### src/rtl/alu_seq_pkg.sv
`default_nettype none
// ============================================================================
//  Module  : alu_seq_pkg
//  Desc    : Shared types and constants for the ALU command sequencer.
//  Rev     : 1.0  initial release
// ============================================================================
package alu_seq_pkg;

    // FSM state encoding; the value is exported on the phase port for LEDs
    typedef enum logic [2:0] {
        ST_LOAD_A  = 3'd0,
        ST_LOAD_B  = 3'd1,
        ST_LOAD_OP = 3'd2,
        ST_EXEC    = 3'd3,
        ST_SHOW    = 3'd4
    } seq_state_e;

    // Bit positions inside the packed {neg, cero, carry, des} flag word
    localparam int FLAG_NEG   = 3;
    localparam int FLAG_CERO  = 2;
    localparam int FLAG_CARRY = 1;
    localparam int FLAG_DES   = 0;

    // Width of the ALU operation select
    localparam int MODE_W = 4;

endpackage : alu_seq_pkg
`default_nettype wire

### src/rtl/alu_cmd_sequencer_btn_debounce.sv
`default_nettype none
// ============================================================================
//  Module  : btn_debounce
//  Desc    : 2-FF synchronizer, counter debouncer and rising-edge pulse for
//            one raw push button.
//  Rev     : 1.0  initial release
// ============================================================================
module btn_debounce #(
    parameter int DEBOUNCE_CYCLES = 500000
) (
    input  logic clk,
    input  logic rst_n,
    input  logic btn_i,
    output logic pulse_o
);

    localparam int CNT_W = (DEBOUNCE_CYCLES > 2) ? $clog2(DEBOUNCE_CYCLES) : 1;
    localparam logic [CNT_W-1:0] CNT_LAST = CNT_W'(DEBOUNCE_CYCLES - 1);

    logic             sync1_q;
    logic             sync2_q;
    logic             stable_q;
    logic             stable_d;
    logic [CNT_W-1:0] cnt_q;
    logic [CNT_W-1:0] cnt_d;
    logic             pulse_q;
    logic             pulse_d;

    // Count consecutive synchronized samples that disagree with the accepted
    // level; the level flips on the DEBOUNCE_CYCLES-th one. Any agreeing
    // sample restarts the count, so short glitches never get through.
    always_comb begin
        stable_d = stable_q;
        cnt_d    = '0;
        pulse_d  = 1'b0;
        if (sync2_q != stable_q) begin
            if (cnt_q == CNT_LAST) begin
                stable_d = sync2_q;
                pulse_d  = sync2_q;
            end else begin
                cnt_d = cnt_q + 1'b1;
            end
        end
    end

    // Synchronizer, debounce state and one-cycle press pulse registers
    always_ff @(posedge clk or negedge rst_n) begin
        if (!rst_n) begin
            sync1_q  <= 1'b0;
            sync2_q  <= 1'b0;
            stable_q <= 1'b0;
            cnt_q    <= '0;
            pulse_q  <= 1'b0;
        end else begin
            sync1_q  <= btn_i;
            sync2_q  <= sync1_q;
            stable_q <= stable_d;
            cnt_q    <= cnt_d;
            pulse_q  <= pulse_d;
        end
    end

    assign pulse_o = pulse_q;

endmodule : btn_debounce
`default_nettype wire

### src/rtl/alu_cmd_sequencer.sv
`default_nettype none
// ============================================================================
//  Module  : alu_cmd_sequencer
//  Desc    : Button-stepped front-end that loads operands and mode from the
//            switch bank, drives the ALU, and captures its result and flags.
//  Rev     : 1.0  initial release
// ============================================================================
module alu_cmd_sequencer
    import alu_seq_pkg::*;
#(
    parameter int WIDTH           = 4,
    parameter int DEBOUNCE_CYCLES = 500000,
    parameter int SETTLE_CYCLES   = 2
) (
    input  logic                 clk,
    input  logic                 rst_n,
    input  logic [WIDTH-1:0]     sw,
    input  logic                 btn_next,
    input  logic                 btn_clr,
    output logic [WIDTH-1:0]     alu_in1,
    output logic [WIDTH-1:0]     alu_in2,
    output logic [MODE_W-1:0]    alu_mode,
    input  logic [2*WIDTH-1:0]   alu_num,
    input  logic                 alu_neg,
    input  logic                 alu_cero,
    input  logic                 alu_carry,
    input  logic                 alu_des,
    output logic [2*WIDTH-1:0]   res_num,
    output logic [3:0]           res_flags,
    output logic                 res_valid,
    output logic [2:0]           phase
);

    localparam int SETTLE_W = (SETTLE_CYCLES > 2) ? $clog2(SETTLE_CYCLES) : 1;
    localparam logic [SETTLE_W-1:0] SETTLE_LOAD = SETTLE_W'(SETTLE_CYCLES - 1);

    logic w_next_pulse;
    logic w_clr_pulse;

    btn_debounce #(.DEBOUNCE_CYCLES(DEBOUNCE_CYCLES)) u_db_next (
        .clk     (clk),
        .rst_n   (rst_n),
        .btn_i   (btn_next),
        .pulse_o (w_next_pulse)
    );

    btn_debounce #(.DEBOUNCE_CYCLES(DEBOUNCE_CYCLES)) u_db_clr (
        .clk     (clk),
        .rst_n   (rst_n),
        .btn_i   (btn_clr),
        .pulse_o (w_clr_pulse)
    );

    // Mode comes from the low switches; narrow banks are zero-extended
    logic [MODE_W-1:0] w_sw_mode;
    generate
        if (WIDTH >= MODE_W) begin : g_mode_wide
            assign w_sw_mode = sw[MODE_W-1:0];
        end else begin : g_mode_narrow
            assign w_sw_mode = {{(MODE_W-WIDTH){1'b0}}, sw};
        end
    endgenerate

    seq_state_e          state_q, state_d;
    logic [WIDTH-1:0]    in1_q, in1_d;
    logic [WIDTH-1:0]    in2_q, in2_d;
    logic [MODE_W-1:0]   mode_q, mode_d;
    logic [2*WIDTH-1:0]  num_q, num_d;
    logic [3:0]          flags_q, flags_d;
    logic [SETTLE_W-1:0] settle_q, settle_d;
    logic [3:0]          w_alu_flags;

    // Pack the ALU flag inputs into the display flag word
    always_comb begin
        w_alu_flags             = '0;
        w_alu_flags[FLAG_NEG]   = alu_neg;
        w_alu_flags[FLAG_CERO]  = alu_cero;
        w_alu_flags[FLAG_CARRY] = alu_carry;
        w_alu_flags[FLAG_DES]   = alu_des;
    end

    // Next-state and register updates; clear beats advance in the same cycle
    always_comb begin
        state_d  = state_q;
        in1_d    = in1_q;
        in2_d    = in2_q;
        mode_d   = mode_q;
        num_d    = num_q;
        flags_d  = flags_q;
        settle_d = settle_q;
        if (w_clr_pulse) begin
            state_d  = ST_LOAD_A;
            in1_d    = '0;
            in2_d    = '0;
            mode_d   = '0;
            num_d    = '0;
            flags_d  = '0;
            settle_d = '0;
        end else begin
            case (state_q)
                ST_LOAD_A: begin
                    if (w_next_pulse) begin
                        in1_d   = sw;
                        state_d = ST_LOAD_B;
                    end
                end
                ST_LOAD_B: begin
                    if (w_next_pulse) begin
                        in2_d   = sw;
                        state_d = ST_LOAD_OP;
                    end
                end
                ST_LOAD_OP: begin
                    if (w_next_pulse) begin
                        mode_d   = w_sw_mode;
                        settle_d = SETTLE_LOAD;
                        state_d  = ST_EXEC;
                    end
                end
                ST_EXEC: begin
                    // Advance presses are ignored while the ALU settles
                    if (settle_q == '0) begin
                        num_d   = alu_num;
                        flags_d = w_alu_flags;
                        state_d = ST_SHOW;
                    end else begin
                        settle_d = settle_q - 1'b1;
                    end
                end
                ST_SHOW: begin
                    if (w_next_pulse) begin
                        state_d = ST_LOAD_A;
                    end
                end
                default: begin
                    state_d = ST_LOAD_A;
                end
            endcase
        end
    end

    // State, operand, mode, settle counter and capture registers
    always_ff @(posedge clk or negedge rst_n) begin
        if (!rst_n) begin
            state_q  <= ST_LOAD_A;
            in1_q    <= '0;
            in2_q    <= '0;
            mode_q   <= '0;
            num_q    <= '0;
            flags_q  <= '0;
            settle_q <= '0;
        end else begin
            state_q  <= state_d;
            in1_q    <= in1_d;
            in2_q    <= in2_d;
            mode_q   <= mode_d;
            num_q    <= num_d;
            flags_q  <= flags_d;
            settle_q <= settle_d;
        end
    end

    assign alu_in1   = in1_q;
    assign alu_in2   = in2_q;
    assign alu_mode  = mode_q;
    assign res_num   = num_q;
    assign res_flags = flags_q;
    assign res_valid = (state_q == ST_SHOW);
    assign phase     = state_q;

endmodule : alu_cmd_sequencer
`default_nettype wire

### config.mk
export PLATFORM = sky130hd
export DESIGN_NAME = alu_cmd_sequencer
export DESIGN_NICKNAME = d
export VERILOG_FILES = /design/src/rtl/alu_seq_pkg.sv /design/src/rtl/alu_cmd_sequencer_btn_debounce.sv /design/src/rtl/alu_cmd_sequencer.sv
export SDC_FILE = /design/constraint.sdc
export NUM_CORES = 1
export LEC_CHECK = 0
export ABC_CLOCK_PERIOD_IN_PS = 2500
export BUFFER_PORTS_ARGS = -buffer_cell sky130_fd_sc_hd__buf_4
export CAP_MARGIN = 10
export CORE_MARGIN = 4
export CORE_UTILIZATION = 57
export CTS_CLUSTER_DIAMETER = 30
export DETAILED_ROUTE_END_ITERATION = 6
export MAX_ROUTING_LAYER = met4
export PLACE_DENSITY_LB_ADDON = 0.1
export SLEW_MARGIN = 10
export SYNTH_ARGS = -nofsm -noshare
export SYNTH_HDL_FRONTEND = slang
export SYNTH_SLANG_ARGS = --single-unit
### constraint.sdc
create_clock -name clk -period 2.5 [get_ports clk]
set_input_delay 0.375 -clock clk [delete_from_list [all_inputs] [get_ports clk]]
set_output_delay 0.375 -clock clk [all_outputs]
set_load 0.02 [all_outputs]
**Yosys cells after proc, flatten, opt, wreduce, memory -nomap -nowiden**

Index checks and enable logic that the tools add are counted.

- Output and inout bits: 28
- Input bits: 20
- Word-level logic and storage cells: 81
- Bits in registers: 74

- Reductions and logical operators: 15
- Mux-type cells: 32
- Eq/ne operators: 14
- $add $sub $neg: 3

Operators with widths:

| operator | count |
|---|---|
| two-way mux 19 bit | 4 |
| two-way mux 4 bit | 10 |
| adder 19 x 1 -> 19 bit (second input constant) | 2 |
| equality test 19 bit (second input constant) | 2 |
| two-way mux 8 bit | 3 |
| two-way mux 3 bit | 6 |
| one-hot mux 3 bit (5 select lines) | 1 |
| AND reduction 2 bit | 7 |
| inequality test 3 x 1 -> 1 bit (second input constant) | 4 |
| nonzero test 2 bit | 5 |
| two-way mux 1 bit | 7 |
| equality test 3 x 2 -> 1 bit (second input constant) | 2 |
| AND reduction 5 bit | 1 |
| equality test 3 x 1 -> 1 bit (second input constant) | 1 |
| equality test 3 bit (second input constant) | 1 |
| logical NOT 3 bit | 1 |
| inequality test 3 x 2 -> 1 bit (second input constant) | 1 |
| nonzero test 3 bit | 1 |
| inequality test 1 bit | 2 |
| inequality test 2 x 1 -> 1 bit (second input constant) | 1 |
| one-hot mux 1 bit (2 select lines) | 1 |
| subtractor 1 bit (second input constant) | 1 |

**Depth between registers and ports, before layout**

Gate-level depths: netlist of run 1.

- Word-level depth: 4
- Gate-level depth with buffers: 6
- Mapped depth without buffers: 5

**Cells and area by module**

A second synthesis of run 1 with hierarchy kept.

- Cells, all modules: 338
- Area, all modules: 3475.8 µm²

By module, submodules not included:

| module | cells each | seq. area each (µm²) | area each (µm²) | times used |
|---|---|---|---|---|
| btn_debounce | 110 | 575.6 | 1118.6 | 2 |
| alu_cmd_sequencer | 118 | 700.7 | 1238.7 | 1 |

**Worst setup path after synthesis of run 1**

No wires, ideal clock.

- Kind: register to register
- Start point: reg u_db_clr.cnt_q[0]
- End point: reg u_db_clr.cnt_q[16]
- Clock period less this slack: 1.776 ns
- Required time: 2.422 ns
- Library setup time: 0.078 ns
- Arrival: 1.698 ns
- Cell stages (with the launch flop): 6
- Slack: 0.724 ns
- Cells stage by stage: dfrtp_1 ha_1 nand3_2 or4_4 or3_1 a21oi_1

- Longest elaborated chain between the ends: 3
- Elaborated cells on any way between the ends: 4
- Those cells by class: add/sub (1); eq/ne (1); mux (2)

RTL lines:

| item | RTL line | RTL |
|---|---|---|
| start: declaration | alu_cmd_sequencer_btn_debounce.sv:24 | `logic [CNT_W-1:0] cnt_q;` |
| start signal: assignment | alu_cmd_sequencer_btn_debounce.sv:58 | `cnt_q <= cnt_d;` |
| adder 19 x 1 -> 19 bit or equality test 19 bit (tied branches) | alu_cmd_sequencer_btn_debounce.sv:41, alu_cmd_sequencer_btn_debounce.sv:37 |  |
| two-way mux 19 bit * | alu_cmd_sequencer_btn_debounce.sv:37 | `if (cnt_q == CNT_LAST) begin` |
| two-way mux 19 bit * | alu_cmd_sequencer_btn_debounce.sv:36 | `if (sync2_q != stable_q) begin` |
| via u_db_clr.cnt_d[16] | alu_cmd_sequencer_btn_debounce.sv:25 | `logic [CNT_W-1:0] cnt_d;` |

The timed path passes the listed nets; every way through them passes the cells marked *.
A chain may end at the register's enable or synchronous reset.

**Final worst setup path of run 1**

- Start point: reg u_db_clr.cnt_q[0]
- End point: reg u_db_clr.cnt_q[13]

The elaborated chain is that of the path after synthesis.

==> out/results.ini, run 1 <==
[die]
core_area_um2=5610
fp.dieW_um=84.6
ios=48
row_count=27
start_util_pct=59.7
die_area_um2=7160
die_h_um=84.6

[clocking]
numCtsBuffers=9
htree_levels=3
postCtsHoldBufs=0
tritoncts=yes
clock-sinks=74
post_cts_buffers=0
cts.clk_slew.worst_paths_ns=0.08
clkLatencyLatePin_ns=0.34
clockBufferDepth=2
ctsRootBufferMaster=clkbuf_8
cts_resized=0

[sta]
layout_worst_path_cycle_share_pct=78.4
rsz0062_at_grt=false
slew_headroom_pct=40.7
finClkSkew_ns=0.00888
max_freq_mhz=510
drv_slew=0
setup_tns_ns=0
hold_violations=0
finalCriticalPeriod_ns=1.96
setup-violations-final=0
max_slew.worst_pin.slew_ns=0.890

[finish]
n_fill_cell=439
fin_area_um2=3960
nets=397
area_delta_synth_final_pct=18.3
instances_no_fill=451
n_antenna_cell=0
final_layout_size_suffix_gt1_share_pct=19.3

[yosys]
synth_edf_count=0
synth_simple_gate_area_share_pct=24.1
synth_xor_area_share_pct=6.54
async_reset_ff_share_pct=100
synth_fa_ha_area_share_pct=0.748
muxShareOfSynthArea_pct=3.93
synth_top_family_by_area=simple AND/OR/NAND/NOR gates
synth_cells=326
syn-num-nets=348
synth_cell_types=43
synthFlopType=dfrtp_1
synth.ff_latch_count=74
yosys.area.top_type=dfrtp_1
synth-compound-area-share_pct=6.92
synthTopCellsByArea=dfrtp_1 55%, nor2_1 4.7%, a21oi_1 3.9%
yosys_warnings=0
synth_area_per_cell_um2=10.3
yosysSeqAreaShare_pct=55.3
syn-cell-area_um2=3350
yosysTopAreaCellShare_pct=55.3

[route]
drtIter0Drc=131
vias=2497
drc_errors=0
ant_nets=0
finalWirelength_um=6410
dr.pass1.iters=4
avgViaCountPerCell=5.54
wl_per_cell_um=14.2

[setup_path]
arrival_ns=2.18
path_max_fanout=10
crit_type=reg -> reg
regToRegSetupSlack_ns=0.54
setup.worst_path.end_class=flip-flop
cp_cell_sequence=ha_1, nand3_2, or3_1, o21ai_2, buf_4, nor2_1
rr_startpoint=u_db_clr.cnt_q[0]
crit_family=simple AND/OR/NAND/NOR gates
rr_endpoint=u_db_clr.cnt_q[13]
cp_num_cells=6
slowest_delay_ns=0.42
rr_worst_depth=6
cp.required_ns=2.72
cp_num_buf_inv=1
critPathLaunchType=flip-flop
crit_path_top_delay_cell=dfrtp_1

[global_routing]
grt_max_degree=75
antenna_found_initial=0
overflow=0
grt_pass1_vias=2472
grt_pass1_wl_um=11200
track_usage_pct=19.7

[placement]
placed_area_um2=3760
gp_congestion=0.757
dp_hpwl_um=4310
dp_cells=436
port_buffers=47

[pwr]
switchingPower_mw=0.478
leakagePower_nw=1.77
p_comb_share_pct=3.4
clkPwrFrac_pct=41.1
switching_share_pct=21.7
finalPower_mw=2.20
p_int_mw=1.72
power_density_nw_per_um2=555
vdd_drop_max_mv=0.404
seqPwrFrac_pct=55.4

[min_path]
holdCritPathClass=in -> async

[run]
max_cap_violations=0

[outcome]
status=finished clean

==> power groups by stage <==
stage / Clock [mW] / Sequential [mW] / Combinational (mW)
3_3_place_gp: 0 / 1.24 / 0.0761
4_1_cts: 0.926 / 1.22 / 0.0781
2_1_floorplan: 0 / 1.24 / 0.0224
3_5_place_dp: 0 / 1.24 / 0.0764
5_1_grt: 0.986 / 1.22 / 0.0876
6_report: 0.904 / 1.22 / 0.0757
==> cell type report <==
type                    instances  area [µm²]  share of cell area, %
repair buffers                 51         383                   9.67
inverters                       7        26.3                  0.664
flip-flops and latches         74        1850                   46.8
clock buffers                  11         141                   3.57
well taps                      72        90.1                   2.28
multi-input cells             232        1410                   35.7
clock inverters                 4        52.6                   1.33
==> worst register-to-register path, delay by kind of cell, from the launching register on <==
family          cells  cell delay [ns]
compound gates      1             0.36
fa+ha+maj           1             0.23
buf+inv             1             0.24
flops               1             0.42
simple gates        3             0.58
==> synth_stat cells (2+ instances only) <==
master and instances:
dfrtp_1 74, nor2_1 42, nand2_1 32, a21oi_1 26
xor2_1 14, nand3_1 13, mux2i_1 12, nand4_1 12
xnor2_1 11, clkbuf_1 9, o21ai_0 8, or3_1 8
inv_1 7, and4_1 5, nor3_1 5, nand2b_1 4
nor4_1 4, nor2b_1 3, nor3b_1 3, o31ai_1 3
or4_1 3, and2_1 2, and3_1 2, and3b_1 2
buf_2 2, clkbuf_2 2, ha_1 2
==> flip-flops by register name (all words and copies together) (netlist names) <==
name	flops
res_num	8
alu_in1	4
settle_q	1
u_db_clr.sync2_q	1
u_db_clr.cnt_q	19
u_db_next.stable_q	1
u_db_next.pulse_o	1
u_db_next.cnt_q	19
phase	3
alu_in2	4
u_db_clr.sync1_q	1
res_flags	4
alu_mode	4
u_db_next.sync1_q	1
u_db_clr.pulse_o	1
u_db_next.sync2_q	1
u_db_clr.stable_q	1
==> worst max-delay path by stage <==
stage	from	end	slack, ns
after global placement	u_db_clr.cnt_q[0]	u_db_clr.cnt_q[2]	0.62
after detailed placement	u_db_clr.cnt_q[0]	u_db_clr.cnt_q[13]	0.57
after global routing	u_db_clr.cnt_q[0]	u_db_clr.cnt_q[2]	0.41
after floorplan	u_db_clr.cnt_q[0]	u_db_clr.cnt_q[16]	0.72
final	u_db_clr.cnt_q[0]	u_db_clr.cnt_q[13]	0.54
after CTS	u_db_clr.cnt_q[0]	u_db_clr.cnt_q[13]	0.54
==> stage by stage <==
stage                     hold WS (ns)  worst slack, ns  utilization (%)
after global routing             0.123            0.409             70.6
after detailed placement         0.335            0.569             67.1
after global placement           0.336            0.620             67.1
after CTS                        0.134            0.544             70.6
after floorplan                 0.0794            0.724                -
final                            0.142            0.539             70.6
==> layer usage <==
metal  GRT usage [%]  vias to the layer above  share of wire, %
li1                -                     1232                 -
met4            4.17                        0              0.95
met1            26.2                     1200                48
met2            30.2                       57                45
met3            5.89                        8               5.6
met5               -                        -                 0
==> layout by cell type, fill, tap and decap left out, types with 11 or more instances in the layout <==
master   netlist  layout
nand3_1       13      13
nand2_1       32      32
xnor2_1       11      11
mux2i_1       12      12
xor2_1        14      14
nand4_1       12      12
a21oi_1       26      26
buf_4          0      51
nor2_1        42      42
dfrtp_1       74      74
==> cell families after synthesis <==
kind of cell / Yosys count
compound gates: 42
xor+xnor: 25
fa+ha+maj: 2
buf+inv: 20
flops: 74
mux: 13
simple gates: 150
(Power assumes the default switching activity.)
==> inputs of run 2 (changes only) <==
--- a/config.mk
+++ b/config.mk
@@ -5,11 +5,12 @@
 export SDC_FILE = /design/constraint.sdc
 export NUM_CORES = 1
 export LEC_CHECK = 0
-export ABC_CLOCK_PERIOD_IN_PS = 2500
+export ABC_AREA = 1
+export ABC_CLOCK_PERIOD_IN_PS = 1750
 export BUFFER_PORTS_ARGS = -buffer_cell sky130_fd_sc_hd__buf_4
 export CAP_MARGIN = 10
 export CORE_MARGIN = 4
-export CORE_UTILIZATION = 57
+export CORE_UTILIZATION = 52
 export CTS_CLUSTER_DIAMETER = 30
 export DETAILED_ROUTE_END_ITERATION = 6
 export MAX_ROUTING_LAYER = met4
==> constraint.sdc (replaced) <==
create_clock -name clk -period 1.75 [get_ports clk]
set_input_delay 0.2625 -clock clk [delete_from_list [all_inputs] [get_ports clk]]
set_output_delay 0.2625 -clock clk [all_outputs]
set_load 0.02 [all_outputs]
==> run 2 against run 1 <==
  * Final cell count grew 40%
  * Sequential share of layout area shrank 4.7 points
  * Sequential cell count is the same
  * Worst setup slack lost 0.33 ns
  * Register-to-register slack lost 0.33 ns
==> out/results.ini, run 2 <==
[finish]
fin_util_pct=64.5
n_antenna_cell=0
layout_common_cells=100 x nor2_1, 92 x nand2_1, 74 x dfrtp_1
n_fill_cell=608
area_delta_synth_final_pct=19.9
fin_area_um2=4400
nets=554
final_common_cell=nor2_1
final_layout_size_suffix_gt1_share_pct=15.6

[yosys]
synth_simple_gate_area_share_pct=30.6
synth_cell_types=27
synthFlopType=dfrtp_1
synth_area_per_cell_um2=7.78
yosysSeqAreaShare_pct=50.4
synth_xor_area_share_pct=4.77
syn-num-nets=494
synth.ff_latch_count=74
yosys_warnings=0
synth_edf_count=0
syn-cell-area_um2=3670
async_reset_ff_share_pct=100
yosysMostFrequentCell=nor2_1
synth_cells=472
yosysTopAreaCellShare_pct=50.4
synth_common_cells=100 x nor2_1, 92 x nand2_1, 74 x dfrtp_1
yosys.area.top_type=dfrtp_1
synth-compound-area-share_pct=5.62
synthTopCellsByArea=dfrtp_1 50%, nor2_1 10%, nand2_1 9.4%
synth_fa_ha_area_share_pct=0.681
synth_top_family_by_area=simple AND/OR/NAND/NOR gates
muxShareOfSynthArea_pct=0

[clocking]
clockBufferDepth=2
numCtsBuffers=9
postCtsHoldBufs=1
ctsRootBufferMaster=clkbuf_8
post_cts_buffers=0
tritoncts=yes
cts_resized=0
cts.clk_slew.worst_paths_ns=0.08
clock-sinks=74
htree_levels=3
clkLatencyLatePin_ns=0.34

[sta]
drv_slew=0
finClkSkew_ns=0.00952
rsz0062_at_grt=false
slew_headroom_pct=65.6
max_slew.worst_pin.slew_ns=0.517
hold_violations=0
setup_tns_ns=0
setup-violations-final=0
finalCriticalPeriod_ns=1.54
max_freq_mhz=650
hold_ws_ns=0.0285
layout_worst_path_cycle_share_pct=87.8

[setup_path]
cp_num_buf_inv=0
path_max_fanout=7
rr_startpoint=u_db_clr.cnt_q[0]
setup.worst_path.end_class=flip-flop
cp_cell_sequence=ha_1, nand2_1, nor2_1, nand3_1, nand2_1, nor2_1
crit_family=simple AND/OR/NAND/NOR gates
critPathLaunchType=flip-flop
arrival_ns=1.77
startpoint=u_db_clr.cnt_q[0]
slowest_delay_ns=0.38
crit_type=reg -> reg
cp.required_ns=1.98
crit_path_top_delay_cell=dfrtp_1

[route]
dr.pass1.iters=4
finalWirelength_um=7560
wl_per_cell_um=11.9
vias=3055
ant_nets=0
avgViaCountPerCell=4.83
drc_errors=0
drtIter0Drc=166

[pwr]
finalPower_mw=3.33
power_density_nw_per_um2=756
leakagePower_nw=2.04
vdd_drop_max_mv=0.445

[die]
die_area_um2=8470
row_count=30
core_area_um2=6830
fp.dieW_um=92.1
ios=48
die_h_um=92.1
start_util_pct=53.8

[placement]
port_buffers=47
placed_area_um2=4170
dp_hpwl_um=5520
gp_congestion=0.863

[global_routing]
antenna_found_initial=0
grt_pass1_vias=3061
grt_pass1_wl_um=13300
grt_max_degree=47
overflow=0
track_usage_pct=20.0

[min_path]
holdCritPathClass=in -> reg
hold_start=btn_clr

[outcome]
status=finished clean

[run]
max_cap_violations=0

## run 2: cell types whose count changed after synthesis, moves of 9 or more
cell     before  now
nand2_1      32   92
a21oi_1      26    8
inv_1         7   63
nor2_1       42  100
mux2i_1      12    0
nand3_1      13   47
nand4_1      12    3
o21ai_0       8   28
## run 2: cell families (layout without fill, tap and decap cells)
kind of cell | after synthesis | count (layout)
compound gates | 40 | 40
fa+ha+maj | 2 | 2
xor+xnor | 20 | 20
simple gates | 264 | 264
buf+inv | 72 | 137
flops | 74 | 74
## run 2: worst paths after layout
kind / end / slack [ns] / cells past startpoint
setup / recovery: u_db_clr.cnt_q[5] / 0.21 / 6
hold / removal: u_db_clr.sync1_q / 0.03 / 1
setup reg to reg: u_db_clr.cnt_q[5] / 0.21 / 6
hold reg to reg: u_db_next.sync2_q / 0.35 / 0
max in group asynchronous: phase[2] / 0.78 / 3
min in group asynchronous: res_num[5] / 0.40 / 2
## run 2: final cells by class
cell class	count	area, µm²	area share, %
Sequential cell	74	1850	42.0
Multi-Input combinational cell	326	1530	34.8
Timing Repair Buffer	55	428	9.72
Inverter	66	248	5.63
Clock buffer	9	124	2.81
Tap cell	96	120	2.73
Clock inverter	7	101	2.30
## run 2: routing by layer
| layer | vias to the layer above | GRT usage [%] | share of wire [%] |
|---|---|---|---|
| met5 | - | - | 0 |
| met4 | 0 | 8.29 | 1.3 |
| met3 | 8 | 3.28 | 5.3 |
| met2 | 69 | 31.6 | 46 |
| met1 | 1395 | 25.8 | 48 |
| li1 | 1583 | - | - |
## run 2: where the power goes
group	switching (mW)	leakage, nW	total (mW)	internal, mW
clock	0.657	0.106	1.47	0.815
sequential	0.0103	0.894	1.73	1.72
combinational	0.0741	1.04	0.123	0.0489
## run 2: stage by stage
stage / std cells / setup slack (ns)
final: 633 / 0.213
after global routing: 633 / 0.0149
after floorplan: 472 / 0.438
after detailed placement: 616 / 0.207
after global placement: 616 / 0.275
after CTS: 633 / 0.204
## run 2: worst register-to-register path, delay by kind of cell, from the launching register on
kind | cells | cell delay [ns]
adder cells (fa/ha/maj) | 1 | 0.19
flip-flops | 1 | 0.38
AND/OR/NAND/NOR | 5 | 0.84
==> inputs of run 3 (changes only) <==
--- a/config.mk
+++ b/config.mk
@@ -6,11 +6,11 @@
 export NUM_CORES = 1
 export LEC_CHECK = 0
 export ABC_AREA = 1
-export ABC_CLOCK_PERIOD_IN_PS = 1750
+export ABC_CLOCK_PERIOD_IN_PS = 1860
 export BUFFER_PORTS_ARGS = -buffer_cell sky130_fd_sc_hd__buf_4
 export CAP_MARGIN = 10
 export CORE_MARGIN = 4
-export CORE_UTILIZATION = 52
+export CORE_UTILIZATION = 60
 export CTS_CLUSTER_DIAMETER = 30
 export DETAILED_ROUTE_END_ITERATION = 6
 export MAX_ROUTING_LAYER = met4
==> constraint.sdc (replaced) <==
create_clock -name clk -period 1.86 [get_ports clk]
set_input_delay 0.279 -clock clk [delete_from_list [all_inputs] [get_ports clk]]
set_output_delay 0.279 -clock clk [all_outputs]
set_load 0.02 [all_outputs]
==> run 3 against run 2 <==
  * Final cell count down 3.2%
  * Design area down 1.7%
  * Combinational power down 6%
  * Total power down 13%
  * Routed wire length up 4.0%
  * Clock power down 22%
  * Register-to-register slack better by 0.06 ns
  * Sequential share of layout area up 0.74 points
  * Die area down 12%
==> out/results.ini, run 3 (synthesis results as in run 2) <==
[pwr]
finalPower_mw=2.90
vdd_drop_max_mv=0.627
leakagePower_nw=2.03
power_density_nw_per_um2=669

[die]
die_area_um2=7440
start_util_pct=62.0
fp.dieW_um=86.2
row_count=28
die_h_um=86.2
core_area_um2=5920
ios=48

[placement]
dp_hpwl_um=5730
preCtsSetupSlack_ns=0.326
gp_congestion=0.892
port_buffers=47

[min_path]
holdCritPathClass=in -> reg

[route]
drc_errors=0
wl_per_cell_um=12.8
finalWirelength_um=7860
drtIter0Drc=182
dr.pass1.iters=4
ant_nets=0
avgViaCountPerCell=5.19
vias=3179

[sta]
rsz0062_at_grt=false
layout_setup_ws_ns=0.272
layout_worst_path_cycle_share_pct=85.4
finClkSkew_ns=0.00991
finalCriticalPeriod_ns=1.59
hold_violations=0
drv_slew=0
max_slew.worst_pin.slew_ns=0.498
setup_tns_ns=0
max_freq_mhz=630
slew_headroom_pct=66.8
setup-violations-final=0

[finish]
register_area_um2=1850
final_layout_size_suffix_gt1_share_pct=15.8
n_antenna_cell=0
nets=555
n_fill_cell=452
final_common_cell=nor2_1
area_delta_synth_final_pct=17.8
layout_common_cells=100 x nor2_1, 92 x nand2_1, 74 x dfrtp_1
multi_input_area_um2=1530
fin_util_pct=73.1

[setup_path]
slowest_delay_ns=0.54
arrival_ns=1.80
crit_family=compound AO/OA/AOI/OAI gates
setup.worst_path.end_class=flip-flop
crit_path_top_delay_cell=dfrtp_1
cp_cell_sequence=inv_1, a21oi_1, o21ai_0
cp_num_buf_inv=1
cp.required_ns=2.07
critPathLaunchType=flip-flop
crit_type=reg -> reg
path_max_fanout=12

[outcome]
status=finished clean

[clocking]
cts.clk_slew.worst_paths_ns=0.08
clkLatencyLatePin_ns=0.35
clockBufferDepth=2
numCtsBuffers=9
htree_levels=3
tritoncts=yes
ctsRootBufferMaster=clkbuf_8
cts_resized=0
clock-sinks=74

[global_routing]
grt_max_degree=39
busiest_layer=met2
track_usage_pct=24.1
met3_usage_pct=4.37
met2_usage_pct=36.7
met1_usage_pct=31.9
grt_pass1_wl_um=13800
overflow=0
antenna_found_initial=0
grt_pass1_vias=3103

[run]
max_cap_violations=0

run 3: routing by layer:
layer	vias up	wire length, µm
met3	10	483
met4	0	89
met2	96	3730
met5	-	0
met1	1487	3560
li1	1586	-
run 3: final timing paths:
| path | endpoint | depth (start not counted) | slack [ns] | from |
|---|---|---|---|---|
| setup / recovery | alu_in2[3] | 3 | 0.27 | u_db_clr.pulse_o |
| hold / removal | u_db_next.sync1_q | 1 | 0.04 | btn_next |
| setup reg to reg | alu_in2[3] | 3 | 0.27 | u_db_clr.pulse_o |
| hold reg to reg | u_db_clr.sync2_q | 0 | 0.35 | u_db_clr.sync1_q |
| max in group asynchronous | u_db_next.cnt_q[6] | 3 | 0.84 | rst_n |
| min in group asynchronous | res_num[3] | 2 | 0.42 | rst_n |
run 3: final cells by class:
class,instances,share of cell area (%)
Tap cell,75,2.17
Multi-Input combinational cell,326,35.4
Timing Repair Buffer,56,9.77
Clock buffer,11,3.50
Inverter,66,5.72
Clock inverter,5,0.665
Sequential cell,74,42.8
run 3: power breakdown:
part,total [mW],switching (mW),internal [mW],leakage [nW]
clock network,1.15,0.596,0.550,0.0988
registers,1.63,0.0101,1.62,0.894
logic,0.116,0.0701,0.0463,1.04
run 3: timing repair:
action	4_1_cts	5_1_grt
setup buffers	0	0
hold buffers	1	0
hold endpoints to repair	35	0
run 3: through the flow:
stage / cells / hold slack, ns / area (µm²)
finish: 613 / 0.0402 / 4330
global route: 613 / 0.0130 / 4330
CTS: 613 / 0.0246 / 4330
floorplan: 472 / -0.0166 / 3670
detailed placement: 596 / 0.263 / 4140
global placement: 596 / 0.264 / 4140
